$ cat src/rtl/ad7689_conv_sequencer.sv
`default_nettype none
// ============================================================================
// Module      : ad7689_conv_sequencer
// Description : Channel-scan sequencer for the AD7689 SAR ADC. Drives CNV, SCK
//               and DIN, shifts in SDO, and tags results through the two-frame
//               CFG pipeline of the converter.
// Revision    : 1.0 - initial release
// ============================================================================
module ad7689_conv_sequencer #(
    parameter int         CLK_DIV = 2,
    parameter int         T_CONV  = 230,
    parameter int         T_GAP   = 4,
    parameter logic [2:0] REF_SEL = 3'b001
) (
    input  logic        ACLK,
    input  logic        ARESET,
    input  logic        enable,
    input  logic        continuous,
    input  logic        start,
    input  logic [7:0]  ch_mask,
    output logic        adc_cnv,
    output logic        adc_sck,
    output logic        adc_din,
    input  logic        adc_sdo,
    output logic [15:0] result_data,
    output logic [2:0]  result_ch,
    output logic        result_valid,
    output logic        scan_done,
    output logic        busy
);

    localparam logic [15:0] c_CONV_LAST = 16'(T_CONV - 1);
    localparam logic [15:0] c_HALF_LAST = 16'(CLK_DIV - 1);
    localparam logic [15:0] c_GAP_LAST  = 16'(T_GAP - 1);

    typedef enum logic [2:0] {
        S_IDLE  = 3'd0,
        S_CONV  = 3'd1,
        S_SETUP = 3'd2,
        S_XFER  = 3'd3,
        S_GAP   = 3'd4
    } state_t;

    state_t      r_state;
    state_t      w_state_nxt;

    logic [15:0] r_cnt;
    logic [3:0]  r_bit;
    logic        r_cnv;
    logic        r_sck;
    logic        r_din;
    logic [15:0] r_tx;
    logic [15:0] r_rx;
    logic [7:0]  r_mask;
    logic [2:0]  r_ptr;
    logic        r_cur_valid;
    logic        r_cont;
    logic        r_stop;
    logic [1:0]  r_flush;
    logic        r_tag0_v;
    logic        r_tag1_v;
    logic [2:0]  r_tag0_ch;
    logic [2:0]  r_tag1_ch;
    logic        r_last_sample;
    logic [15:0] r_result_data;
    logic [2:0]  r_result_ch;
    logic        r_result_valid;
    logic        r_scan_done;

    logic        w_start_ok;
    logic        w_conv_end;
    logic        w_half_end;
    logic        w_xfer_end;
    logic        w_gap_end;
    logic        w_stop;
    logic        w_has_hi;
    logic [2:0]  w_ptr_hi;
    logic [13:0] w_cfg;

    function automatic logic [2:0] f_lowest(input logic [7:0] m);
        logic [2:0] v;
        v = 3'd0;
        for (int i = 7; i >= 0; i--) begin
            if (m[i]) v = 3'(i);
        end
        return v;
    endfunction

    assign w_cfg      = {1'b1, 3'b111, r_ptr, 1'b1, REF_SEL, 2'b00, 1'b1};
    assign w_start_ok = (r_state == S_IDLE) && start && enable && (ch_mask != 8'd0);
    assign w_conv_end = (r_state == S_CONV) && (r_cnt == c_CONV_LAST);
    assign w_half_end = (r_state == S_XFER) && (r_cnt == c_HALF_LAST);
    assign w_xfer_end = w_half_end && r_sck && (r_bit == 4'd15);
    assign w_gap_end  = (r_state == S_GAP) && (r_cnt == c_GAP_LAST);
    assign w_stop     = r_stop || !enable;

    // Next enabled channel strictly above the current pointer
    always_comb begin
        w_has_hi = 1'b0;
        w_ptr_hi = 3'd0;
        for (int i = 7; i >= 0; i--) begin
            if (r_mask[i] && (3'(i) > r_ptr)) begin
                w_has_hi = 1'b1;
                w_ptr_hi = 3'(i);
            end
        end
    end

    always_ff @(posedge ACLK) begin
        if (ARESET) r_state <= S_IDLE;
        else        r_state <= w_state_nxt;
    end

    always_comb begin
        w_state_nxt = r_state;
        case (r_state)
            S_IDLE:  if (w_start_ok) w_state_nxt = S_CONV;
            S_CONV:  if (w_conv_end) w_state_nxt = S_SETUP;
            S_SETUP: w_state_nxt = S_XFER;
            S_XFER:  if (w_xfer_end) w_state_nxt = S_GAP;
            S_GAP: begin
                if (w_gap_end) w_state_nxt = (w_stop || r_flush == 2'd3) ? S_IDLE : S_CONV;
            end
            default: w_state_nxt = S_IDLE;
        endcase
    end

    always_ff @(posedge ACLK) begin
        if (ARESET) begin
            r_cnt          <= '0;
            r_bit          <= '0;
            r_cnv          <= 1'b0;
            r_sck          <= 1'b0;
            r_din          <= 1'b0;
            r_tx           <= '0;
            r_rx           <= '0;
            r_mask         <= '0;
            r_ptr          <= '0;
            r_cur_valid    <= 1'b0;
            r_cont         <= 1'b0;
            r_stop         <= 1'b0;
            r_flush        <= '0;
            r_tag0_v       <= 1'b0;
            r_tag1_v       <= 1'b0;
            r_tag0_ch      <= '0;
            r_tag1_ch      <= '0;
            r_last_sample  <= 1'b0;
            r_result_data  <= '0;
            r_result_ch    <= '0;
            r_result_valid <= 1'b0;
            r_scan_done    <= 1'b0;
        end else begin
            r_last_sample  <= 1'b0;
            r_result_valid <= 1'b0;
            r_scan_done    <= 1'b0;

            if (r_state != S_IDLE && !enable) r_stop <= 1'b1;

            // Oldest tag describes the conversion whose bits just finished shifting in
            if (r_last_sample && r_tag1_v) begin
                r_result_valid <= 1'b1;
                r_result_data  <= r_rx;
                r_result_ch    <= r_tag1_ch;
                r_scan_done    <= !r_cont && (r_flush == 2'd2) && !w_stop;
            end

            case (r_state)
                S_IDLE: begin
                    r_cnt <= '0;
                    if (w_start_ok) begin
                        r_mask      <= ch_mask;
                        r_ptr       <= f_lowest(ch_mask);
                        r_cur_valid <= 1'b1;
                        r_cont      <= continuous;
                        r_stop      <= 1'b0;
                        r_flush     <= '0;
                        r_tag0_v    <= 1'b0;
                        r_tag1_v    <= 1'b0;
                        r_cnv       <= 1'b1;
                    end
                end
                S_CONV: begin
                    if (w_conv_end) begin
                        r_cnt <= '0;
                        r_cnv <= 1'b0;
                        r_din <= w_cfg[13];
                        r_tx  <= {w_cfg[12:0], 3'b000};
                    end else begin
                        r_cnt <= r_cnt + 16'd1;
                    end
                end
                S_SETUP: begin
                    r_cnt <= '0;
                    r_bit <= '0;
                end
                S_XFER: begin
                    if (w_half_end) begin
                        r_cnt <= '0;
                        if (!r_sck) begin
                            r_sck         <= 1'b1;
                            r_rx          <= {r_rx[14:0], adc_sdo};
                            r_last_sample <= (r_bit == 4'd15);
                        end else begin
                            r_sck <= 1'b0;
                            r_din <= r_tx[15];
                            r_tx  <= {r_tx[14:0], 1'b0};
                            r_bit <= r_bit + 4'd1;
                            if (r_bit == 4'd15) begin
                                r_tag1_v  <= r_tag0_v;
                                r_tag1_ch <= r_tag0_ch;
                                r_tag0_v  <= r_cur_valid;
                                r_tag0_ch <= r_ptr;
                                if (r_flush != 2'd0) begin
                                    if (r_flush != 2'd3) r_flush <= r_flush + 2'd1;
                                end else if (w_has_hi) begin
                                    r_ptr <= w_ptr_hi;
                                end else if (r_cont) begin
                                    if (ch_mask != 8'd0) begin
                                        r_mask <= ch_mask;
                                        r_ptr  <= f_lowest(ch_mask);
                                    end else begin
                                        r_ptr  <= f_lowest(r_mask);
                                    end
                                end else begin
                                    // Two flush frames push the last tags out of the pipeline
                                    r_flush     <= 2'd1;
                                    r_cur_valid <= 1'b0;
                                    r_ptr       <= f_lowest(r_mask);
                                end
                            end
                        end
                    end else begin
                        r_cnt <= r_cnt + 16'd1;
                    end
                end
                S_GAP: begin
                    if (w_gap_end) begin
                        r_cnt <= '0;
                        if (w_stop || r_flush == 2'd3) begin
                            r_tag0_v    <= 1'b0;
                            r_tag1_v    <= 1'b0;
                            r_cur_valid <= 1'b0;
                            r_flush     <= '0;
                            r_stop      <= 1'b0;
                        end else begin
                            r_cnv <= 1'b1;
                        end
                    end else begin
                        r_cnt <= r_cnt + 16'd1;
                    end
                end
                default: r_cnt <= '0;
            endcase
        end
    end

    assign adc_cnv      = r_cnv;
    assign adc_sck      = r_sck;
    assign adc_din      = r_din;
    assign result_data  = r_result_data;
    assign result_ch    = r_result_ch;
    assign result_valid = r_result_valid;
    assign scan_done    = r_scan_done;
    assign busy         = (r_state != S_IDLE);

endmodule
`default_nettype wire

$ cat config.mk
export PLATFORM = sky130hd
export DESIGN_NAME = ad7689_conv_sequencer
export DESIGN_NICKNAME = d
export VERILOG_FILES = /design/src/rtl/ad7689_conv_sequencer.sv
export SDC_FILE = /design/constraint.sdc
export NUM_CORES = 1
export LEC_CHECK = 0
export BUFFER_PORTS_ARGS = -buffer_cell sky130_fd_sc_hd__buf_4
export CORE_MARGIN = 10
export CORE_UTILIZATION = 50
export CTS_CLUSTER_SIZE = 14
export DETAILED_ROUTE_END_ITERATION = 16
export PLACE_DENSITY_LB_ADDON = 0.12
export RECOVER_POWER = 25
export SKIP_CTS_REPAIR_TIMING = 1
export SLEW_MARGIN = 15
export SYNTH_ARGS = -nofsm -noshare
export SYNTH_HDL_FRONTEND = slang
export SYNTH_SLANG_ARGS = --single-unit
$ cat constraint.sdc
create_clock -name ACLK -period 2.7 [get_ports ACLK]
set_clock_uncertainty 0.2 [all_clocks]
set_input_delay 0.54 -clock ACLK [delete_from_list [all_inputs] [get_ports ACLK]]
set_output_delay 0.54 -clock ACLK [all_outputs]
set_load 0.02 [all_outputs]
==> results of run 1 <==
path summary, 6_finish.rpt:
check / from / endpoint / slack, ns / depth (start not counted)
max: r_cnt[13] / r_mask[4] / 0.06 / 7
min: continuous / r_cont / 0.21 / 3
max reg2reg: r_cnt[13] / r_mask[4] / 0.06 / 7
min reg2reg: r_cnt[0] / r_cnt[0] / 0.26 / 1
routing by layer:
metal  global-route usage (%)  routed length (um)  vias to the layer above
li1                         -                   -                     2056
met1                     20.8                4980                     1855
met2                     25.6                4670                       93
met3                     3.72                 562                        7
met4                     5.32                  85                        0
met5                        0                   0                        -
power by group through the flow:
stage | Combinational (W) | Clock, W | Sequential (W)
after floorplan | 0.000168 | 0 | 0.00156
after global placement | 0.000232 | 0 | 0.00157
after detailed placement | 0.000238 | 0 | 0.00157
after CTS | 0.000239 | 0.00106 | 0.00154
after global routing | 0.000274 | 0.00112 | 0.00154
final | 0.000247 | 0.00103 | 0.00154
flip-flops by register name (all words and copies together) (netlist names), 2 cells and up:
| signal | cells |
|---|---|
| r_bit | 4 |
| r_cnt | 16 |
| r_flush | 2 |
| r_mask | 8 |
| r_ptr | 3 |
| r_rx | 16 |
| r_state | 3 |
| r_tag0_ch | 3 |
| r_tag1_ch | 3 |
| r_tx | 13 |
| result_ch | 3 |
| result_data | 16 |
stage by stage:
stage               util [%]  power (W)  std cells  TNS [ns]  cell area, um^2
finish                  60.4    0.00281        730         0             5320
global route            60.4    0.00294        730   -0.0153             5320
CTS                     60.3    0.00283        728    -0.270             5310
detailed placement      57.9    0.00181        712   -0.0437             5100
global placement        57.9    0.00180        712         0             5100
floorplan                  -    0.00172        572         0             4570
kinds of logic (layout without fill, tap and decap cells):
kind of cell,Yosys count,in the layout
adders and majority gates,6,6
AOI/OAI and AO/OA,110,110
DFF,101,101
buffers and inverters,46,96
xor gates and xnor gates,15,15
muxes,20,20
and+or+nand+nor,274,274
area by class of cell:
cell class | instances | share of cell area [%]
Clock inverter | 6 | 1.43
Timing Repair Buffer | 67 | 9.43
Multi-Input combinational cell | 425 | 45.1
Tap cell | 108 | 2.54
Clock buffer | 10 | 2.59
Inverter | 13 | 0.917
Sequential cell | 101 | 38.0
layout by cell type, fill, tap and decap left out, types with 3 or more instances in the layout:
cell type	n
a211oi_1	5
o21a_1	4
ha_1	6
inv_6	3
a311oi_1	5
clkbuf_8	10
o22ai_1	3
or4_1	4
and3_1	4
mux2i_1	18
nand2b_1	12
nor3_1	19
nor4_1	8
xor2_1	7
nand3_1	16
nor2_1	65
nor2b_1	4
a21oi_1	55
o211ai_1	4
nand2_1	121
a22oi_1	6
or4_4	3
o21ai_0	10
inv_1	13
xnor2_1	8
clkbuf_1	13
dfxtp_1	99
buf_12	4
buf_4	49
worst max-delay path: cells and delay by family (launching register included):
family / cells / cell delay, ns
AOI/OAI and AO/OA: 1 / 0.18
muxes: 1 / 0.18
DFF: 1 / 0.34
and+or+nand+nor: 4 / 1.52
buffers and inverters: 1 / 0.14
==> results.sh, run 1 <==
export IMPL_synthesis_area_um2=4570
export IMPL_die_area_um2=13400
export IMPL_pwr_share_seq_pct=54.6
export IMPL_wl_per_cell_um=14.1
export IMPL_clock_sinks=101
export IMPL_path_clk_slew_ns=0.10
export IMPL_grt_pass1_wl_um=17800
export IMPL_post_place_ws_ns=-0.0214
export IMPL_grt_ovfl_total=0
export IMPL_synthSimpleGateAreaFrac_pct=27.6
export IMPL_fin_crit_sh_pct=97.9
export IMPL_synth_xor_area_share_pct=2.88
export IMPL_nNetsFinal=637
export IMPL_synth_seq_area_share_pct=44.3
export IMPL_synth_nets=592
export IMPL_synth_top_family_by_area="simple AND/OR/NAND/NOR gates"
export IMPL_p_sw_w=0.000726
export IMPL_whs_ns=0.210
export IMPL_viasPerCell=5.49
export IMPL_timing_critical_path_cells="or4_4, nor4_4, nand2_4, or4_4, a21oi_4, buf_12, mux2i_1"
export IMPL_finalWorstSetupSlack_ns=0.0579
export IMPL_fmax_mhz=378
export IMPL_synth_enable_flop_cells=0
export IMPL_drv_cap=0
export IMPL_portBuffers=38
export IMPL_cts_tree="built"
export IMPL_cpMostUsedCell="or4_4"
export IMPL_cts_buffers=9
export IMPL_dieWidth_um=116
export IMPL_relSlewSlack_pct=37.1
export IMPL_cpPeakStageDelay_ns=0.58
export IMPL_track_usage_pct=16.0
export IMPL_worstMarginPinSlew_ns=0.943
export IMPL_synth_area_leaders="dfxtp_1, nand2_1, a21oi_1"
export IMPL_p_leak_nw=1.87
export IMPL_drive_gt1_share_pct=14.6
export IMPL_die_h_um=116
export IMPL_clk_latency_ns=0.36
export IMPL_cp_end_kind="register"
export IMPL_area_growth_pct=16.6
export IMPL_first_global_vias=3788
export IMPL_power_density_nw_per_um2=529
export IMPL_yosysUniqueCellTypes=56
export IMPL_synth_compound_area_share_pct=15.2
export IMPL_cp_slowest_cell="or4_4"
export IMPL_synth_fa_ha_area_share_pct=1.64
export IMPL_cts_max_level=3
export IMPL_hp_class="in -> reg"
export IMPL_yosysMostFrequentCell="nand2_1"
export IMPL_route_detailed_drc=0
export IMPL_antenna_cells=0
export IMPL_cts_root_buf="clkbuf_8"
export IMPL_synth_top_area_share_pct=44.3
export IMPL_fillers=833
export IMPL_yosysWarnings=0
export IMPL_drt_first_iter_violations=248
export IMPL_clock_power_share_pct=36.6
export IMPL_io_pins=39
export IMPL_worstPathArrival_ns=2.74
export IMPL_synth_commonest_cells="nand2_1, dfxtp_1, nor2_1"
export IMPL_drt_wl_total_um=10300
export IMPL_setup_violations=0
export IMPL_dp_hpwl_um=7340
export IMPL_gp_congestion=0.886
export IMPL_antenna_found_initial=0
export IMPL_muxShareOfSynthArea_pct=4.44
export IMPL_grt_max_degree=40
export IMPL_num_vias=4011
export IMPL_hold_violations=0
export IMPL_synth_main_ff_cell="dfxtp_1"
export IMPL_regArea_um2=2020
export IMPL_async_flop_share_pct=0
export IMPL_multi_input_area_um2=2400
export IMPL_ant_nets=0
export IMPL_internal_power_w=0.00209
export IMPL_irDropWorstVdd_v=0.000280
export IMPL_start_kind="register"
export IMPL_first_pass_iters=4
export IMPL_floorplan_rows=34
export IMPL_fp_coreArea_um2=8810
export IMPL_ys_ff_latch=101
export IMPL_path_class="reg -> reg"
export IMPL_critical_path_required_ns=2.80
export IMPL_start_util_pct=51.8
export IMPL_cts_buffer_depth=2
export IMPL_syn_area_per_cell_um2=7.98
export IMPL_period_needed_ns=2.64
export IMPL_power_frac_comb_pct=8.8
export IMPL_synth_cells=572
export IMPL_cp_max_fo=8
export IMPL_power_switching_share_pct=25.8
export IMPL_synth_top_cell_by_area="dfxtp_1"
export IMPL_status="completed"
export IMPL_timing_final_max_slew_violations=0
(Power assumes the default switching activity.)
==> inputs of run 2 (changes only) <==
==> constraint.sdc (replaced) <==
create_clock -name ACLK -period 2.6 [get_ports ACLK]
set_clock_uncertainty 0.2 [all_clocks]
set_input_delay 0.52 -clock ACLK [delete_from_list [all_inputs] [get_ports ACLK]]
set_output_delay 0.52 -clock ACLK [all_outputs]
set_load 0.02 [all_outputs]
==> run 2 against run 1 <==
The run now ends with setup timing left. First-iteration DRC count up 15%. Setup slack worse by 0.081 ns. Critical path depth up 2. Non-clock buffer count up 10. Final area up 2.1%. Critical endpoint is now r_mask[5]. Largest power group unchanged. Highest routed layer unchanged.
==> results.sh, run 2 (synthesis gave the netlist of run 1 again) <==
export IMPL_status="finished with violations"
export IMPL_violations="setup timing"
export IMPL_cp_max_fo=8
export IMPL_dp_hpwl_um=7310
export IMPL_power_switching_share_pct=26.8
export IMPL_internal_power_w=0.00204
export IMPL_crit_end="r_mask[5]"
export IMPL_fin_area_um2=5440
export IMPL_clock_sinks=101
export IMPL_power_frac_comb_pct=9.3
export IMPL_timing_rr_start="r_cnt[1]"
export IMPL_crit_cells=9
export IMPL_layout_common_cells="nand2_1, dfxtp_1, nor2_1"
export IMPL_nNetsFinal=647
export IMPL_worstMarginPinSlew_ns=0.963
export IMPL_hold_violations=0
export IMPL_crit_buf_inv=2
export IMPL_r2r_setup_slack_ns=-0.02
export IMPL_fmax_mhz=381
export IMPL_setup_violations=3
export IMPL_p_leak_nw=1.93
export IMPL_route_detailed_drc=0
export IMPL_drive_gt1_share_pct=17.7
export IMPL_antenna_cells=0
export IMPL_fp_coreArea_um2=8810
export IMPL_start_util_pct=51.8
export IMPL_dieWidth_um=116
export IMPL_grt_ovfl_total=0
export IMPL_wl_per_cell_um=14.1
export IMPL_cts_tree="built"
export IMPL_cts_buffers=9
export IMPL_start_kind="register"
export IMPL_dpl_cell_area_um2=5170
export IMPL_timing_rr_end="r_mask[5]"
export IMPL_cp_slowest_cell="or4_4"
export IMPL_power_density_nw_per_um2=513
export IMPL_setup_tns_ns=-0.0590
export IMPL_clk_latency_ns=0.36
export IMPL_whs_ns=0.200
export IMPL_gp_congestion=0.853
export IMPL_cts_buffer_depth=2
export IMPL_drv_cap=0
export IMPL_drt_wl_total_um=10400
export IMPL_post_place_ws_ns=-0.0360
export IMPL_cts_root_buf="clkbuf_8"
export IMPL_cts_max_level=3
export IMPL_irDropWorstVdd_v=0.000312
export IMPL_fin_crit_sh_pct=101
export IMPL_grt_max_degree=66
export IMPL_portBuffers=38
export IMPL_path_clk_slew_ns=0.10
export IMPL_antenna_found_initial=0
export IMPL_path_class="reg -> reg"
export IMPL_rr_worst_depth=9
export IMPL_pwr_share_seq_pct=57.2
export IMPL_area_growth_pct=19.1
export IMPL_rsz0062_at_grt="true"
export IMPL_layout_commonest_cell="nand2_1"
export IMPL_die_h_um=116
export IMPL_hp_class="in -> reg"
export IMPL_timing_final_max_slew_violations=0
export IMPL_relSlewSlack_pct=35.8
export IMPL_period_needed_ns=2.62
export IMPL_finalWorstSetupSlack_ns=-0.0231
export IMPL_critPathTopFamily="simple AND/OR/NAND/NOR gates"
export IMPL_first_global_vias=3792
export IMPL_grt_pass1_wl_um=17500
export IMPL_clock_power_share_pct=33.5
export IMPL_ant_nets=0
export IMPL_drt_first_iter_violations=285
export IMPL_floorplan_rows=34
export IMPL_cpPeakStageDelay_ns=0.44
export IMPL_die_area_um2=13400
export IMPL_viasPerCell=5.53
export IMPL_track_usage_pct=15.6
export IMPL_critical_path_required_ns=2.69
export IMPL_worstPathArrival_ns=2.71
export IMPL_cp_end_kind="register"
export IMPL_p_sw_w=0.000747
export IMPL_startpoint="r_cnt[1]"
export IMPL_io_pins=39
export IMPL_first_pass_iters=5
export IMPL_num_vias=4086
export IMPL_timing_critical_path_cells="inv_2, ha_4, or3b_4, nor4_4, nand2_4, or4_4, a21oi_4, buf_12, mux2i_1"
[run 2: through the flow]
step / utilization (%) / instances / total power (W)
floorplan: - / 572 / 0.00179
finish: 61.7 / 739 / 0.00279
global route: 61.7 / 739 / 0.00292
CTS: 60.8 / 735 / 0.00282
detailed placement: 58.7 / 720 / 0.00188
global placement: 58.7 / 720 / 0.00188
[run 2: worst reg2reg max path, cell delays in order, from the launching register on]
cell and delay (ns):
dfxtp_2 0.35, inv_2 0.06, ha_4 0.12, or3b_4 0.40, nor4_4 0.36, nand2_4 0.11
or4_4 0.44, a21oi_4 0.18, buf_12 0.15, mux2i_1 0.19
[run 2: cell type report]
| cell class | count | area, um^2 |
|---|---|---|
| repair buffers | 77 | 594 |
| flip-flops and latches | 101 | 2030 |
| well taps | 108 | 135 |
| multi-input cells | 425 | 2450 |
| clock buffers | 9 | 124 |
| fillers | 818 | 3370 |
| clock inverters | 6 | 57.6 |
| inverters | 13 | 48.8 |
[run 2: worst min-delay path by stage]
stage                         startpoint              to  slack (ns)  depth (start not counted)
after detailed placement  result_data[5]  result_data[5]        0.25                          2
after floorplan             r_tag1_ch[0]    result_ch[0]        0.23                          2
final                         continuous          r_cont        0.20                          3
after global routing             adc_sdo         r_rx[0]        0.21                          3
after global placement           r_tx[8]         r_tx[8]        0.24                          2
after CTS                        adc_sdo         r_rx[0]        0.19                          3
[run 2: power groups by stage]
stage	logic, W	registers [W]	clock network (W)
after floorplan	0.000175	0.00162	0
after global placement	0.000247	0.00163	0
after detailed placement	0.000252	0.00163	0
after CTS	0.000253	0.00160	0.000967
after global routing	0.000291	0.00160	0.00103
final	0.000259	0.00160	0.000933
[run 2: layer usage]
metal | routed length (um) | GRT usage (%) | vias up
met5 | 0 | 0 | -
met4 | 125 | 5.57 | 0
met3 | 465 | 2.95 | 14
met2 | 4710 | 25.3 | 106
met1 | 5090 | 20.2 | 1889
li1 | - | - | 2077
